<file path="src/rtl/mem_ctrl_4x4.sv">
// mem_ctrl_4x4: request-side front end for a 4x4 synchronous RAM.
// It clears every RAM location after reset, then serves single-beat
// read/write requests over a valid/ready handshake.
// Ports:
//   clk, rst           clock, asynchronous active-high reset
//   req_valid/ready    request handshake (ready only while idle)
//   req_we/addr/wdata  request: 1 = write, 0 = read
//   rsp_valid/data     one-cycle read-result pulse, data held until next pulse
//   init_done          high once the post-reset clear has finished
//   mem_addr/we/din    registered RAM pins
//   mem_dout           RAM registered read data
module mem_ctrl_4x4 #(
    parameter int AW = 2,
    parameter int DW = 4,
    parameter logic [DW-1:0] INIT_VAL = '0
) (
    input  logic          clk,
    input  logic          rst,
    input  logic          req_valid,
    output logic          req_ready,
    input  logic          req_we,
    input  logic [AW-1:0] req_addr,
    input  logic [DW-1:0] req_wdata,
    output logic          rsp_valid,
    output logic [DW-1:0] rsp_data,
    output logic          init_done,
    output logic [AW-1:0] mem_addr,
    output logic          mem_we,
    output logic [DW-1:0] mem_din,
    input  logic [DW-1:0] mem_dout
);
    localparam int DEPTH = 2 ** AW;
    typedef enum logic [1:0] {INIT, IDLE, RD1, RD2} state_t;
    state_t        r_state;
    logic [AW-1:0] r_cnt;
    logic          w_accept;
    logic          w_clr_last;
    assign req_ready  = (r_state == IDLE);
    assign w_accept   = req_valid && req_ready;
    // The last clear write is already on the pins; leave INIT on the edge
    // that lets the RAM commit it.
    assign w_clr_last = mem_we && (mem_addr == AW'(DEPTH - 1));
    always_ff @(posedge clk or posedge rst) begin
        if (rst) begin
            r_state   <= INIT;
            r_cnt     <= '0;
            mem_addr  <= '0;
            mem_we    <= 1'b0;
            mem_din   <= '0;
            rsp_valid <= 1'b0;
            rsp_data  <= '0;
            init_done <= 1'b0;
        end else begin
            rsp_valid <= 1'b0;
            case (r_state)
                INIT: begin
                    if (w_clr_last) begin
                        mem_we    <= 1'b0;
                        init_done <= 1'b1;
                        r_state   <= IDLE;
                    end else begin
                        mem_we   <= 1'b1;
                        mem_addr <= r_cnt;
                        mem_din  <= INIT_VAL;
                        if (r_cnt != AW'(DEPTH - 1)) r_cnt <= r_cnt + 1'b1;
                    end
                end
                IDLE: begin
                    mem_we <= w_accept && req_we;
                    if (w_accept) begin
                        mem_addr <= req_addr;
                        if (req_we) mem_din <= req_wdata;
                        else r_state <= RD1;
                    end
                end
                RD1: r_state <= RD2;
                RD2: begin
                    rsp_data  <= mem_dout;
                    rsp_valid <= 1'b1;
                    r_state   <= IDLE;
                end
                default: r_state <= INIT;
            endcase
        end
    end
endmodule

</file>
<file path="config.mk">
export PLATFORM = sky130hd
export DESIGN_NAME = mem_ctrl_4x4
export DESIGN_NICKNAME = d
export VERILOG_FILES = /design/src/rtl/mem_ctrl_4x4.sv
export SDC_FILE = /design/constraint.sdc
export NUM_CORES = 1
export LEC_CHECK = 0
export BUFFER_PORTS_ARGS = -buffer_cell sky130_fd_sc_hd__buf_2
export CAP_MARGIN = 0
export CORE_AREA = 2 2 58 55
export CTS_BUF_LIST = sky130_fd_sc_hd__clkbuf_2 sky130_fd_sc_hd__clkbuf_4 sky130_fd_sc_hd__clkbuf_8
export DETAILED_ROUTE_END_ITERATION = 12
export DIE_AREA = 0 0 60 57
export SETUP_SLACK_MARGIN = 0.2
export SYNTH_ARGS = -nofsm -noshare
export SYNTH_HDL_FRONTEND = slang
export SYNTH_SLANG_ARGS = --single-unit
export TNS_END_PERCENT = 20
</file>
<file path="constraint.sdc">
create_clock -name clk -period 1.7 [get_ports clk]
set_input_delay 0.17 -clock clk [delete_from_list [all_inputs] [get_ports clk]]
set_output_delay 0.17 -clock clk [all_outputs]
set_load 0.05 [all_outputs]
</file>
==> results of run 1 <==
[critical path: cells and delay by family (launching register included)]
family / cells / cell delay [ns]
buf+inv: 3 / 0.41
fa+ha+maj: 1 / 0.14
simple gates: 1 / 0.04
mux: 1 / 0.18
flops: 1 / 0.42
compound gates: 1 / 0.30
[cell families after synthesis]
kind of cell	after synthesis	share of synthesized area, %
AND/OR/NAND/NOR	12	8.20
buffers and inverters	9	4.47
XOR/XNOR	1	1.04
AO/OA/AOI/OAI	8	8.64
adder cells (fa/ha/maj)	5	7.45
flip-flops	17	50.7
multiplexers	15	19.5
[registers in the layout, indices dropped and copies added, names as in the netlist]
| register | flops |
|---|---|
| r_state | 2 |
| mem_addr | 2 |
| init_done | 1 |
| r_cnt | 2 |
| rsp_valid | 1 |
| mem_we | 1 |
| rsp_data | 4 |
| mem_din | 4 |
[Yosys cell counts]
cell        n
nand2_1     4
and3_4      1
nor2_2      1
a21oi_1     1
nand3b_1    1
clkbuf_1    1
mux2i_1     4
o21ai_0     2
nand3_1     2
buf_4       1
nand2b_1    1
xnor2_1     1
mux2_2     11
a22oi_1     1
nor2b_1     2
dfrtp_1    17
inv_1       7
a211oi_1    1
a21o_1      2
ha_1        5
a2111oi_4   1
[power breakdown]
group	switching [W]	total, W	internal [W]	leakage (nW)
sequential	0.000116	0.000717	0.000601	0.201
clock	0.000128	0.000215	0.0000873	0.0177
combinational	0.00100	0.00166	0.000658	0.346
total	0.00124	0.00259	0.00135	0.565
[layer usage]
| metal | vias up | routed length (um) |
|---|---|---|
| met4 | 0 | 13 |
| met2 | 16 | 784 |
| met1 | 295 | 673 |
| met3 | 2 | 98 |
| met5 | - | 0 |
| li1 | 309 | - |
[worst paths after layout]
path / end / start / cells after the start / slack (ns)
max: mem_din[0] / r_state[0] / 7 / 0.13
min: rsp_data[3] / mem_dout[3] / 2 / 0.10
max reg2reg: mem_din[0] / r_state[0] / 7 / 0.13
min reg2reg: init_done / init_done / 1 / 0.47
max in group asynchronous: mem_addr[0] / rst / 3 / 0.72
min in group asynchronous: rsp_data[3] / rst / 3 / 0.51
[stage by stage]
stage	instances	utilization, %	total power (W)	hold WS, ns	instance area (um2)
4_1_cts	146	40.4	0.00259	0.0880	1160
6_report	147	41.0	0.00259	0.102	1180
5_1_grt	147	41.0	0.00277	0.0934	1180
3_3_place_gp	138	37.4	0.00224	0.283	1070
3_5_place_dp	138	37.4	0.00226	0.307	1070
2_1_floorplan	67	-	0.00194	0.0959	870
[repair_timing]
item / 4_1_cts / 5_1_grt
hold buffers: 1 / 0
gates resized for setup: 6 / 1
pin swaps: 3 / 0
setup buffers: 3 / 1
endpoints found under the setup margin: 7 / 9
endpoints found under the hold margin: 17 / 0
[final cells by class]
| cell class | instances | area share [%] |
|---|---|---|
| clock buffer | 3 | 1.91 |
| clock inverter | 1 | 0.425 |
| inverter | 7 | 2.23 |
| multi-input combinational | 41 | 36.2 |
| sequential | 17 | 36.4 |
| tap | 42 | 4.46 |
| timing repair buffer | 36 | 18.4 |
==> out/results.ini, run 1 <==
[run_status]
run_status = finished, final reports clean

[flow_run]
timing.max_cap.violations = 0

[route]
finalWirelength_um = 1570
first_pass_iters = 2
avgViaCountPerCell = 4.23
wirelength_per_cell_um = 10.7
drc_errors = 0
initialDrtViolationCount = 3
vias = 622
final_antenna_net_count = 0

[worst_setup_path]
cell_with_the_largest_stage_delay_on_the_worst_path = dfrtp_1
crit_chain = buf_6 > ha_4 > buf_6 > nor2_4 > a2111oi_4 > buf_4 > mux2i_1
crit_path_max_fanout = 4
cp_data_required_time_ns = 1.92
path_common_cell = buf_6
setup.worst_path.class = flip-flop to flip-flop
crit_path_end_kind = flip-flop
timing.critical_path.arrival_ns = 1.79
slowest_delay_ns = 0.42
crit_path_launch_type = flip-flop

[sta]
setup_tns_ns = 0
unrepaired_setup_endpoints_after_global_routing = true
worst_slew_margin_rel_pct = 56.2
setup_slack_ns = 0.133
fin_skew_ns = 0.00739
worst_slew_pin_slew_ns = 0.657
hold_viol = 0
max_freq_mhz = 638
setup-violations-final = 0
final-max-slew-violation-count = 0
post-route-min-period_ns = 1.57
layout_worst_path_cycle_share_pct = 92.2

[pwr]
power_per_cell_area_nw_per_um2 = 2200
vdd.ir_drop.worst_mv = 0.855
leakagePower_nw = 0.565

[logic_synthesis]
synth.distinct_cells = 21
synth_area_leader_cell = dfrtp_1
synthCells = 67
synth.ff_latch_count = 17
ys.warnings.count = 0
synth_fp_nets = 86
post-synth-top-area-fraction_pct = 50.7
seq_total_area_yosys_pct = 50.7
ys_top_cells_by_area = dfrtp_1, mux2_2, ha_1
synthesis.area_per_instance_um2 = 12.5
syn-cell-area_um2 = 840

[grt]
grt_pass1_wl_um = 2570
overflow = 0
busiest_layer = met2
number_of_antenna_violations_at_the_first_check_in_global_routing = 0
first_global_vias = 590
grt_start_max_net_pins = 18
grt.met3_usage_pct = 2.95
grt_use_met1_pct = 12.1
global_route.usage.total_pct = 10.0
grt_met2_use_pct = 16.6

[floorplanning]
core_um2 = 2880
die-area_um2 = 3420
starting_density_of_the_core_pct = 29.2
ios = 28
die_height_um = 57
fp.dieW_um = 60
placement_rows = 19

[clock_network]
clock_path_buffers = 2
htree_levels = 1
clk_transition_reported_paths_ns = 0.11
tritoncts = yes
clkLatencyLatePin_ns = 0.29
cts-root-buf = clkbuf_4
cts_buffers = 3
cts_num_sinks = 17

[final_layout]
final_common_cell = buf_2
ff_latch_area_um2 = 429
antennaDiodeCount = 0
layout_common_cells = buf_2, dfrtp_1, mux2_2, inv_1, buf_4
combined_area_of_the_multi_input_logic_cells_um2 = 427
area.growth.synth_to_final_pct = 40.4
num-nets-final = 125
final.fill_count = 281
final_layout_size_suffix_gt1_share_pct = 58.1

[placement]
placement.setup.worst_slack_ns = 0.0672
routabilityCongestion = 0.773
detailed_place_hpwl_um = 1190
port_buffers = 27

[hold_path]
min_path_type = input port to flip-flop

Power figures use the tool's default switching activity.
==> inputs of run 2 (changes only) <==
clock period = 1.85 ns   (was 1.7 ns; I/O delays follow)
==> out/results.ini, run 2 (synthesized netlist as in run 1, its figures left out) <==
[hold_path]
min_path_cells = 2  ; unchanged
worst_hold_path.endpoint = rsp_data[1]
min_path_type = input port to flip-flop
hold_path_startpoint = mem_dout[1]

[grt]
number_of_antenna_violations_at_the_first_check_in_global_routing = 0  ; unchanged
grt_start_max_net_pins = 18  ; unchanged
first_global_vias = 619  ; +4.9%
grt_pass1_wl_um = 2600  ; +1.4%
global_route.usage.total_pct = 10.5  ; +0.45 points
overflow = 0  ; unchanged

[floorplanning]
die-area_um2 = 3420  ; unchanged
placement_rows = 19  ; unchanged
fp.dieW_um = 60  ; unchanged
die_height_um = 57  ; unchanged
starting_density_of_the_core_pct = 29.2  ; unchanged
ios = 28  ; unchanged
core_um2 = 2880  ; unchanged

[final_layout]
layout_top_registers = mem_din x4, rsp_data x4
layout.cells.non_filler = 146  ; -0.68%
final_common_cell = buf_2
final_layout_size_suffix_gt1_share_pct = 55.8  ; -2.3 points
layout_common_cells = buf_2, dfrtp_1, mux2_2, inv_1, buf_4
area.growth.synth_to_final_pct = 38.7
antennaDiodeCount = 0  ; unchanged
num-nets-final = 124  ; -0.80%

[worst_setup_path]
cp-startpoint = r_state[0]
timing.critical_path.arrival_ns = 1.80  ; about the same
setup.worst_path.class = flip-flop to flip-flop
worstRegToRegCells = 6  ; -1
worst-r2r-setup-slack_ns = 0.27  ; +0.14 ns
crit_path_end_kind = flip-flop
worst_r2r_src = r_state[0]
reg2reg_to = mem_din[3]
crit_path_launch_type = flip-flop
crit_path_max_fanout = 6  ; +2
cp_data_required_time_ns = 2.07  ; +0.15 ns

[sta]
fin_skew_ns = 0.00735  ; -0.0000334 ns
worst_slew_pin_slew_ns = 0.666  ; +0.00973 ns
final-max-slew-violation-count = 0  ; unchanged
hold_viol = 0  ; unchanged
post-route-min-period_ns = 1.58  ; +0.0123 ns
layout_worst_path_cycle_share_pct = 85.4  ; -6.8 points
worst_slew_margin_rel_pct = 55.5  ; -0.65 points
setup_tns_ns = 0  ; unchanged
max_freq_mhz = 633  ; -0.78%
unrepaired_setup_endpoints_after_global_routing = false
final.hold.worst_slack_ns = 0.115  ; +0.0130 ns
setup-violations-final = 0  ; unchanged

[route]
wirelength_per_cell_um = 11.4  ; +6.8%
final_antenna_net_count = 0  ; unchanged
initialDrtViolationCount = 6  ; +3
avgViaCountPerCell = 4.27  ; +0.85%
first_pass_iters = 4  ; +2
vias = 623  ; +0.16%
drc_errors = 0  ; unchanged
finalWirelength_um = 1660  ; +6.1%

[pwr]
net-switching-power_w = 0.00115  ; -7.5%
power.share.sequential_pct = 27.5  ; -0.2 points
power_per_cell_area_nw_per_um2 = 2030  ; -7.5%
switching_share_pct = 48.6  ; +0.54 points
internal_power_w = 0.00122  ; -9.5%
combinationalPowerShare_pct = 64.1  ; about the same
power.share.clock_pct = 8.4  ; about the same
leakagePower_nw = 0.560  ; -0.89%
vdd.ir_drop.worst_mv = 0.751  ; -12%

[clock_network]
htree_levels = 1  ; unchanged
cts_num_sinks = 17  ; unchanged
cts-root-buf = clkbuf_4
clock_path_buffers = 2  ; unchanged
clkLatencyLatePin_ns = 0.29  ; about the same
clk_transition_reported_paths_ns = 0.10  ; about the same
cts_buffers = 3  ; unchanged
tritoncts = yes

[run_status]
run_status = finished, final reports clean

[placement]
numPlacedInstances = 136  ; -1.4%
detailed_place_hpwl_um = 1250  ; +4.8%
routabilityCongestion = 0.719  ; -7.0%
port_buffers = 27  ; unchanged

[flow_run]
timing.max_cap.violations = 0  ; unchanged

run 2: changes by cell type in the layout (fill, tap and decap cells not counted), sizes merged:
cell and delta:
buf -1
run 2: power by group through the flow:
stage / Combinational, W / Sequential [W] / Clock [W]
after global routing: 0.00162 / 0.000677 / 0.000222
after floorplan: 0.000645 / 0.00111 / 0
after global placement: 0.00135 / 0.000658 / 0
final: 0.00152 / 0.000651 / 0.000198
after CTS: 0.00143 / 0.000655 / 0.000211
after detailed placement: 0.00137 / 0.000668 / 0
run 2: repair_timing:
item                                   CTS  global route
cloned                                   0             0
buffers inserted                         2             3
gates resized for setup                  3             7
setup endpoints to repair                6             6
endpoints found under the hold margin   17             0
pin swaps                                1             2
hold buffers                             1             0
run 2: critical path: stages, from the launching register on:
cell       delay [ns]
dfrtp_1          0.40
buf_4            0.15
ha_4             0.17
nor2b_4          0.14
a2111oi_4        0.26
buf_4            0.20
mux2i_1          0.19
run 2: how the worst max path moves through the flow:
| stage | slack, ns | endpoint |
|---|---|---|
| after CTS | 0.20 | mem_din[3] |
| after global routing | 0.18 | mem_din[3] |
| after detailed placement | 0.04 | mem_addr[1] |
| after floorplan | 0.20 | mem_addr[0] |
| after global placement | 0.10 | mem_addr[0] |
| final | 0.27 | mem_din[3] |
run 2: metal layers:
layer	up-vias	part of all wire (%)	wire length (um)	GRT usage, %
met3	4	5.2	87	3.17
met2	16	53	885	17.2
li1	305	-	-	-
met4	0	1.3	21	5.71
met5	-	0	0	0
met1	298	40	669	11.9
run 2: stage by stage:
| stage | instance area [um2] | utilization (%) | worst slack, ns | total power, W |
|---|---|---|---|---|
| after floorplan | 852 | - | 0.203 | 0.00175 |
| after global placement | 1040 | 36.3 | 0.105 | 0.00201 |
| after detailed placement | 1040 | 36.3 | 0.0393 | 0.00204 |
| after CTS | 1110 | 38.5 | 0.200 | 0.00229 |
| after global routing | 1160 | 40.5 | 0.183 | 0.00252 |
| final | 1160 | 40.5 | 0.271 | 0.00237 |
run 2: cell type report:
class	instances	area, um2
flip-flops and latches	17	425
well taps	42	52.6
clock inverters	1	5.00
repair buffers	35	201
clock buffers	3	22.5
fillers	294	1710
inverters	7	26.3
multi-input cells	41	432
==> inputs of run 3 (changes only) <==
REMOVE_ABC_BUFFERS = 1   (was not set)
==> out/results.ini, run 3 (synthesized netlist as in run 1, its figures left out) <==
[worst_setup_path]
reg2reg_to = mem_addr[0]
worst_r2r_src = r_state[1]
crit_path_end_kind = flip-flop
crit_path_launch_type = flip-flop
timing.critical_path.arrival_ns = 1.76  ; -0.04 ns
setup.worst_path.class = flip-flop to flip-flop
worst-r2r-setup-slack_ns = 0.27  ; about the same
cell_with_the_largest_stage_delay_on_the_worst_path = dfrtp_1
slowest_delay_ns = 0.41  ; about the same
crit_path_max_fanout = 10  ; +4
worstRegToRegCells = 5  ; -1
crit_chain = inv_2 > ha_2 > buf_6 > mux2_2 > mux2_2
cp_data_required_time_ns = 2.03  ; -0.04 ns
path_common_cell = mux2_2

[clock_network]
clk_transition_reported_paths_ns = 0.10  ; about the same
htree_levels = 1  ; unchanged
tritoncts = yes
cts_num_sinks = 17  ; unchanged
clock_path_buffers = 2  ; unchanged
clkLatencyLatePin_ns = 0.29  ; about the same
cts-root-buf = clkbuf_4
cts_buffers = 3  ; unchanged

[floorplanning]
die_height_um = 57  ; unchanged
core_um2 = 2880  ; unchanged
placement_rows = 19  ; unchanged
die-area_um2 = 3420  ; unchanged
starting_density_of_the_core_pct = 29.2  ; unchanged
ios = 28  ; unchanged
fp.dieW_um = 60  ; unchanged

[hold_path]
min_path_type = input port to flip-flop
hold_path_startpoint = mem_dout[2]
worst_hold_path.endpoint = rsp_data[2]
min_path_cells = 2  ; unchanged

[sta]
unrepaired_setup_endpoints_after_global_routing = true
layout_worst_path_cycle_share_pct = 85.2  ; -0.22 points
max_freq_mhz = 635  ; +0.26%
fin_skew_ns = 0.00104  ; -0.00631 ns
final-max-slew-violation-count = 0  ; unchanged
setup-violations-final = 0  ; unchanged
worst_slew_margin_rel_pct = 58.1  ; +2.6 points
setup_tns_ns = 0  ; unchanged
worst_slew_pin_slew_ns = 0.627  ; -0.0391 ns
post-route-min-period_ns = 1.58  ; -0.00403 ns
hold_viol = 0  ; unchanged

[route]
finalWirelength_um = 1650  ; -0.78%
vias = 627  ; +0.64%
first_pass_iters = 2  ; -2
initialDrtViolationCount = 16  ; +10
wirelength_per_cell_um = 11.5  ; +0.60%
drc_errors = 0  ; unchanged
final_antenna_net_count = 0  ; unchanged
avgViaCountPerCell = 4.35  ; +2.0%

[final_layout]
final.fill_count = 303  ; +3.1%
layout.cells.non_filler = 144  ; -1.4%
num-nets-final = 122  ; -1.6%
layout_top_registers = mem_din x4, rsp_data x4
layout_common_cells = buf_2, dfrtp_1, mux2_2, inv_1
antennaDiodeCount = 0  ; unchanged
design_area_um2 = 1140  ; -2.3%
final_layout_size_suffix_gt1_share_pct = 57.8  ; +2.1 points
area.growth.synth_to_final_pct = 35.6
final_common_cell = buf_2

[grt]
first_global_vias = 643  ; +3.9%
grt_start_max_net_pins = 18  ; unchanged
grt_pass1_wl_um = 2850  ; +9.5%
number_of_antenna_violations_at_the_first_check_in_global_routing = 0  ; unchanged
global_route.usage.total_pct = 10.8  ; +0.31 points
overflow = 0  ; unchanged

[placement]
detailed_place_hpwl_um = 1260  ; +1.2%
numPlacedInstances = 136  ; unchanged
routabilityCongestion = 0.700  ; -2.5%
dpl_cell_area_um2 = 1030  ; -1.2%
port_buffers = 27  ; unchanged

[flow_run]
timing.max_cap.violations = 0  ; unchanged

[run_status]
run_status = finished, final reports clean

-- run 3: worst max path at each step --
stage | depth (start not counted) | startpoint | slack (ns) | end
3_3_place_gp | 5 | r_state[1] | 0.13 | mem_addr[1]
3_5_place_dp | 5 | r_state[1] | 0.09 | mem_addr[0]
4_1_cts | 6 | r_state[1] | 0.23 | mem_din[3]
2_1_floorplan | 5 | r_state[1] | -0.02 | mem_addr[0]
6_report | 5 | r_state[1] | 0.27 | mem_addr[0]
5_1_grt | 6 | r_state[1] | 0.16 | mem_din[3]
-- run 3: per-stage QoR --
step                      worst slack (ns)  util, %  hold WS (ns)
final                                0.275     39.6         0.120
after global routing                 0.159     39.6        0.0965
after CTS                            0.230     37.7         0.104
after detailed placement            0.0950     35.8         0.311
after global placement               0.133     35.8         0.310
after floorplan                    -0.0193        -         0.111
-- run 3: routing by layer --
layer  share of wire, %  GRT usage, %
met1                 40          12.7
met2                 55          18.6
met3                5.1          4.08
met4                  0          1.90
met5                  0             0
-- run 3: layout make-up --
class	instances	area, um2	share of cell area [%]
inverters	7	26.3	2.31
clock inverters	1	5.00	0.440
flip-flops and latches	17	427	37.5
clock buffers	3	22.5	1.98
well taps	42	52.6	4.62
multi-input cells	41	419	36.8
repair buffers	33	186	16.4
-- run 3: worst max-delay path, delay by kind of cell, from the launching register on --
kind / cells / cell delay (ns)
fa+ha+maj: 1 / 0.20
buf+inv: 2 / 0.27
flops: 1 / 0.41
mux: 2 / 0.59
-- run 3: what timing repair did --
action | in CTS | in global routing
hold buffers | 1 | 0
gates resized for setup | 2 | 11
buffers inserted | 1 | 2
endpoints found under the setup margin | 6 | 6
endpoints found under the hold margin | 17 | 0
pin swaps | 1 | 4
Power of run 3 is not shown: default switching activity piles up to over one toggle a cycle in this logic, so the estimate is an artifact.
